===== config.mk =====
export PLATFORM = sky130hd
export DESIGN_NAME = data_sync_rx_flat
export DESIGN_NICKNAME = d
export VERILOG_FILES = /design/src/rtl/data_sync_rx_if.sv /design/src/rtl/data_sync_rx.sv /design/src/flat_wrapper.sv
export SDC_FILE = /design/constraint.sdc
export NUM_CORES = 1
export LEC_CHECK = 0
export ABC_AREA = 1
export BUFFER_PORTS_ARGS = -buffer_cell sky130_fd_sc_hd__clkbuf_2
export CORE_ASPECT_RATIO = 0.6
export CORE_UTILIZATION = 45
export DETAILED_ROUTE_END_ITERATION = 12
export PLACE_DENSITY_LB_ADDON = 0.1
export SETUP_SLACK_MARGIN = 0.4
export SKIP_CTS_REPAIR_TIMING = 1
export SLEW_MARGIN = 20
export SYNTH_ARGS = -nofsm -noshare
export SYNTH_HDL_FRONTEND = slang
export SYNTH_SLANG_ARGS = --single-unit

===== constraint.sdc =====
create_clock -name CLK -period 2 [get_ports CLK]
set_input_delay 0.1 -clock CLK [delete_from_list [all_inputs] [get_ports CLK]]
set_output_delay 0.1 -clock CLK [all_outputs]
set_load 0.02 [all_outputs]

===== src/rtl/data_sync_rx_if.sv =====
// ---------------------------------------------------------------------------
// data_sync_rx_if
// Bundles the bus-side signals of the data_sync_rx CDC receive stage.
//   master : source/consumer side (drives UNSYNC_BUS, BUS_EN, READY, CLR_OVR)
//   slave  : the receive stage itself (drives SYNC_BUS, VALID, ENABLE_PULSE,
//            OVERRUN, DROP_CNT)
// Ports (signals):
//   UNSYNC_BUS   [BUS_WIDTH]  source-domain data word
//   BUS_EN       1            source-domain level enable
//   READY        1            consumer accepts the pending word
//   CLR_OVR      1            clear OVERRUN and DROP_CNT
//   SYNC_BUS     [BUS_WIDTH]  captured word
//   VALID        1            word pending for the consumer
//   ENABLE_PULSE 1            one-cycle strobe per capture
//   OVERRUN      1            sticky dropped-word flag
//   DROP_CNT     [CNT_WIDTH]  saturating dropped-word count
// ---------------------------------------------------------------------------
interface data_sync_rx_if #(
    parameter int BUS_WIDTH = 8,
    parameter int CNT_WIDTH = 8
);
    logic [BUS_WIDTH-1:0] UNSYNC_BUS;
    logic                 BUS_EN;
    logic                 READY;
    logic                 CLR_OVR;
    logic [BUS_WIDTH-1:0] SYNC_BUS;
    logic                 VALID;
    logic                 ENABLE_PULSE;
    logic                 OVERRUN;
    logic [CNT_WIDTH-1:0] DROP_CNT;

    modport master (
        output UNSYNC_BUS, BUS_EN, READY, CLR_OVR,
        input  SYNC_BUS, VALID, ENABLE_PULSE, OVERRUN, DROP_CNT
    );

    modport slave (
        input  UNSYNC_BUS, BUS_EN, READY, CLR_OVR,
        output SYNC_BUS, VALID, ENABLE_PULSE, OVERRUN, DROP_CNT
    );
endinterface


===== src/rtl/data_sync_rx.sv =====
// ---------------------------------------------------------------------------
// data_sync_rx
// Receive-side CDC stage for a multi-bit bus. The level enable is passed
// through a NUM_STAGES flop chain; its rising edge captures the quasi-static
// bus, which is then offered to a local consumer via VALID/READY. Words that
// arrive while the previous one is still unconsumed are dropped, flagged and
// counted.
// Ports:
//   CLK  destination-domain clock
//   RST  asynchronous active-high reset
//   rx   data_sync_rx_if.slave bundle (see interface header)
//
// state   | meaning
// --------+--------------------------------------------
// IDLE    | no word pending, VALID=0
// PENDING | captured word waiting for READY, VALID=1
// ---------------------------------------------------------------------------
module data_sync_rx #(
    parameter int NUM_STAGES = 2,
    parameter int BUS_WIDTH  = 8,
    parameter int CNT_WIDTH  = 8
) (
    input logic           CLK,
    input logic           RST,
    data_sync_rx_if.slave rx
);

    generate
        if (NUM_STAGES < 2 || NUM_STAGES > 4) begin : g_bad_stages
            $error("data_sync_rx: NUM_STAGES must be in 2..4");
        end
    endgenerate

    typedef enum logic {
        IDLE    = 1'b0,
        PENDING = 1'b1
    } state_t;

    state_t                state;
    state_t                state_nxt;
    logic [NUM_STAGES-1:0] sync_q;
    logic                  en_s;
    logic                  en_d;
    logic                  rise;
    logic                  capture;
    logic                  drop;
    logic [BUS_WIDTH-1:0]  sync_bus;
    logic                  enable_pulse;
    logic                  overrun;
    logic [CNT_WIDTH-1:0]  drop_cnt;

    // Enable synchronizer and edge-detect flop
    always_ff @(posedge CLK or posedge RST) begin
        if (RST) begin
            sync_q <= '0;
            en_d   <= 1'b0;
        end else begin
            sync_q <= {sync_q[NUM_STAGES-2:0], rx.BUS_EN};
            en_d   <= en_s;
        end
    end

    assign en_s = sync_q[NUM_STAGES-1];
    // Only the rising edge matters; falling edges of en_s are ignored.
    assign rise = en_s & ~en_d;

    always_ff @(posedge CLK or posedge RST) begin
        if (RST) begin
            state <= IDLE;
        end else begin
            state <= state_nxt;
        end
    end

    always_comb begin
        state_nxt = state;
        capture   = 1'b0;
        drop      = 1'b0;
        case (state)
            IDLE: begin
                if (rise) begin
                    capture   = 1'b1;
                    state_nxt = PENDING;
                end
            end
            PENDING: begin
                if (rise) begin
                    // Consume and arrive in the same cycle is a clean hand-over.
                    if (rx.READY) begin
                        capture = 1'b1;
                    end else begin
                        drop = 1'b1;
                    end
                end else if (rx.READY) begin
                    state_nxt = IDLE;
                end
            end
            default: state_nxt = IDLE;
        endcase
    end

    // Capture register: UNSYNC_BUS is not synchronized, it is only sampled
    // once rise guarantees it has been stable for several cycles.
    always_ff @(posedge CLK or posedge RST) begin
        if (RST) begin
            sync_bus     <= '0;
            enable_pulse <= 1'b0;
        end else begin
            enable_pulse <= capture;
            if (capture) begin
                sync_bus <= rx.UNSYNC_BUS;
            end
        end
    end

    // Clear has priority over a drop in the same cycle.
    always_ff @(posedge CLK or posedge RST) begin
        if (RST) begin
            overrun  <= 1'b0;
            drop_cnt <= '0;
        end else if (rx.CLR_OVR) begin
            overrun  <= 1'b0;
            drop_cnt <= '0;
        end else if (drop) begin
            overrun <= 1'b1;
            if (!(&drop_cnt)) begin
                drop_cnt <= drop_cnt + CNT_WIDTH'(1);
            end
        end
    end

    assign rx.SYNC_BUS     = sync_bus;
    assign rx.VALID        = (state == PENDING);
    assign rx.ENABLE_PULSE = enable_pulse;
    assign rx.OVERRUN      = overrun;
    assign rx.DROP_CNT     = drop_cnt;

endmodule


===== src/flat_wrapper.sv =====
// flat-port wrapper written by rule: the top's interface ports become plain ports
module data_sync_rx_flat 
#(
    parameter int NUM_STAGES = 2,
    parameter int BUS_WIDTH  = 8,
    parameter int CNT_WIDTH  = 8
)
  (CLK, RST, rx_UNSYNC_BUS, rx_BUS_EN, rx_READY, rx_CLR_OVR, rx_SYNC_BUS, rx_VALID, rx_ENABLE_PULSE, rx_OVERRUN, rx_DROP_CNT);
  data_sync_rx_if #(.BUS_WIDTH(BUS_WIDTH), .CNT_WIDTH(CNT_WIDTH)) rx_i ();
  input logic CLK;
  input logic RST;
  input wire logic [$bits(rx_i.UNSYNC_BUS)-1:0] rx_UNSYNC_BUS;
  input wire logic [$bits(rx_i.BUS_EN)-1:0] rx_BUS_EN;
  input wire logic [$bits(rx_i.READY)-1:0] rx_READY;
  input wire logic [$bits(rx_i.CLR_OVR)-1:0] rx_CLR_OVR;
  output wire logic [$bits(rx_i.SYNC_BUS)-1:0] rx_SYNC_BUS;
  output wire logic [$bits(rx_i.VALID)-1:0] rx_VALID;
  output wire logic [$bits(rx_i.ENABLE_PULSE)-1:0] rx_ENABLE_PULSE;
  output wire logic [$bits(rx_i.OVERRUN)-1:0] rx_OVERRUN;
  output wire logic [$bits(rx_i.DROP_CNT)-1:0] rx_DROP_CNT;
  assign rx_i.UNSYNC_BUS = rx_UNSYNC_BUS;
  assign rx_i.BUS_EN = rx_BUS_EN;
  assign rx_i.READY = rx_READY;
  assign rx_i.CLR_OVR = rx_CLR_OVR;
  assign rx_SYNC_BUS = rx_i.SYNC_BUS;
  assign rx_VALID = rx_i.VALID;
  assign rx_ENABLE_PULSE = rx_i.ENABLE_PULSE;
  assign rx_OVERRUN = rx_i.OVERRUN;
  assign rx_DROP_CNT = rx_i.DROP_CNT;
  data_sync_rx #(.NUM_STAGES(NUM_STAGES), .BUS_WIDTH(BUS_WIDTH), .CNT_WIDTH(CNT_WIDTH)) u_core (.CLK(CLK), .RST(RST), .rx(rx_i));
endmodule

==> flow_summary.toml <==
[synth]
yosys.area.top_type = "dfrtp_1"
ys_seq_elements = 22
synthesis.nets = 135
synth_top_family_by_area = "simple AND/OR/NAND/NOR gates"
synth-simple-area-share = 0.356
synthMuxAreaShare = 0
synth_compound_area_frac = 0.00996
synth_cells = 121
synth_xor_area_frac = 0.0262
ys_seq_area_frac = 0.548
yosysUniqueCellTypes = 16
ys_warn_count = 0
yosys-top-cells-area = "dfrtp_1 55%, nand2_1 18%, nand3_1 7.0%, nor2_1 4.9%, inv_1 3.4%"
synth_area_per_cell_sq_um = 8.30
synth_area_sq_um = 1000
synth_top_area_frac = 0.548
synth-adder-area-share = 0.0125

[clock_network]
cts_tree = "done"
clkSinkCount = 22
cts_buffers = 3
htreeDepth = 1
clk_pin_slew_ps = 80
clk_latency_ps = 260
clock_path_buffers = 2
clock-root-buffer = "clkbuf_8"

[power]
p_seq_frac = 0.474
powerDensity_nw_per_um2 = 824
switching_power_mw = 0.256
vdd_drop_max_mv = 0.603
power.leakage_nw = 0.715
p_int_mw = 0.791
comb_power_share = 0.133
swShare = 0.245
total_power_mw = 1.05
clkPwrFrac = 0.393

[timing]
hold_viol_final = 22
max_freq_mhz = 709
slew_headroom = 0.465
setup-tns-final_ps = 0
fin_skew_ps = 5.13
setup_viol = 0
fin_hold_ws_ps = -43.6
fin_crit_sh = 0.706
worst_pin_slew_ps = 802
rsz0062_at_grt = "false"
drv_slew = 0
finalCriticalPeriod_ps = 1410

[final_layout]
syn_to_final_growth_pct = 26.5
drive_gt1_frac = 0.276
antenna_cells = 0
layout.nets = 171

[placement]
dp_hpwl_mm = 1.67
portBuffers = 31
gp_congestion = 0.895

[status]
status = "finished, violations left"
violations = "hold timing"

[setup_path]
critical_path_class = "reg -> reg"
path_cells = "ha_1 -> nand2_2 -> nor2_4 -> nand2_2 -> nand2_4 -> nor2_4 -> nand2_1 -> nand2_1"
critPathLaunch = "u_core.rx.DROP_CNT[0]$_DFFE_PP0P_"
startpoint_type = "flop"
rr_startpoint = "u_core.rx.DROP_CNT[0]$_DFFE_PP0P_"
endpoint_kind = "flop"
crit_slowest_cell = "dfrtp_1"
cp_top_family = "simple AND/OR/NAND/NOR gates"
reg2reg_setup_slack_ps = 590
cp_slowest_stage_delay_ps = 430
crit_arrival_ps = 1560
critPathMaxFanout = 9
crit_buf_inv = 0
cp.required_ps = 2150

[floorplan]
die_h_um = 38.6
boundaryPins = 32
die-width_um = 63
die-area_sq_um = 2430
rows = 12
core_sq_um = 1970
initial_core_util = 0.511

[global_routing]
grt_pass1_vias = 793
grt_pass1_wl_mm = 3.63
overflow = 0
grt_max_degree = 23
grt_use_total = 0.208
antenna_found_initial = 0

[drt]
dr.pass1.iters = 4
drc = 0
wl_mm = 2.24
vias = 907
ant_nets = 0
first_iter_violations = 40
wl_per_cell_um = 12.2
viasPerCell = 4.93

[job]
cap_violations = 0

[min_path]
holdCritPathClass = "in -> async"
-- through the flow --
step | std cells | util | hold slack (ps) | setup WS (ps) | cell area [sq um]
after floorplan | 121 | - | 89.2 | 648 | 1000
after global placement | 179 | 0.605 | 217 | 678 | 1190
after detailed placement | 179 | 0.605 | 220 | 619 | 1190
after CTS | 183 | 0.641 | -46.4 | 600 | 1260
after global routing | 184 | 0.646 | 16.5 | 492 | 1270
final | 184 | 0.646 | -43.6 | 589 | 1270
-- flip-flops by register name (all words and copies together), names as in the netlist --
register                cells
u_core.en_d                 1
u_core.rx.DROP_CNT          8
u_core.rx.ENABLE_PULSE      1
u_core.rx.OVERRUN           1
u_core.rx.SYNC_BUS          8
u_core.rx.VALID             1
u_core.sync_q               2
-- layout by cell type (no fill, tap or decap), types with 2 or more instances in the layout --
master / instances
clkbuf_2: 31
clkbuf_8: 3
dfrtp_1: 22
inv_1: 9
nand2_1: 47
nand2_2: 2
nand3_1: 14
nor2_1: 13
nor2_4: 3
xor2_1: 3
-- cells by family after synthesis --
kind of cell / count (synthesis)
AND/OR/NAND/NOR: 81
AO/OA/AOI/OAI: 2
flip-flops: 22
XOR/XNOR: 3
buffers and inverters: 12
adder cells (fa/ha/maj): 1
-- area by class of cell --
class	instances	area [sq um]
Multi-Input combinational cell	87	407
Tap cell	28	35.0
Clock buffer	3	41.3
Inverter	11	42.5
Sequential cell	22	551
Clock inverter	1	30.0
Timing Repair Buffer	32	165
Fill cell	172	696
-- layer usage --
layer | routed length (um) | up-vias | part of all wire | global-route usage
met5 | 0 | - | 0 | 0
met4 | 28 | 0 | 0.013 | 0.0756
met3 | 162 | 5 | 0.072 | 0.0647
met2 | 1040 | 42 | 0.46 | 0.331
met1 | 1010 | 419 | 0.45 | 0.271
li1 | - | 441 | - | -
-- Yosys cell counts --
library cell   n
ha_1           1
nand2_2        2
inv_1          9
nor2_1        13
inv_2          1
o21ai_0        1
nand2_1       47
nand3_1       14
nor2_4         3
nand2_4        1
xor2_1         3
clkinv_2       1
dfrtp_1       22
nor3_1         1
a21oi_1        1
buf_2          1
-- worst reg2reg max path: stages, from the launching register on --
cell,delay [ps]
dfrtp_1,430
ha_1,220
nand2_2,110
nor2_4,140
nand2_2,80
nand2_4,140
nor2_4,60
nand2_1,60
nand2_1,60
-- final timing paths --
kind                                                endpoint  cells past startpoint
max                        u_core.rx.DROP_CNT[1]$_DFFE_PP0P_                      8
min                                    u_core.en_d$_DFF_PP0_                      2
max reg2reg                u_core.rx.DROP_CNT[1]$_DFFE_PP0P_                      8
min reg2reg                       u_core.sync_q[1]$_DFF_PP0_                      0
max in group asynchronous         u_core.sync_q[0]$_DFF_PP0_                      2
min in group CLK           u_core.rx.SYNC_BUS[0]$_DFFE_PP0P_                      3
-- power groups by stage --
stage / logic [mW] / registers (mW) / clock network [mW]
after floorplan: 0.0453 / 0.542 / 0
final: 0.139 / 0.497 / 0.411
after detailed placement: 0.138 / 0.505 / 0
after CTS: 0.139 / 0.497 / 0.419
after global placement: 0.135 / 0.503 / 0
after global routing: 0.156 / 0.501 / 0.437
Power figures use the tool's default switching activity.
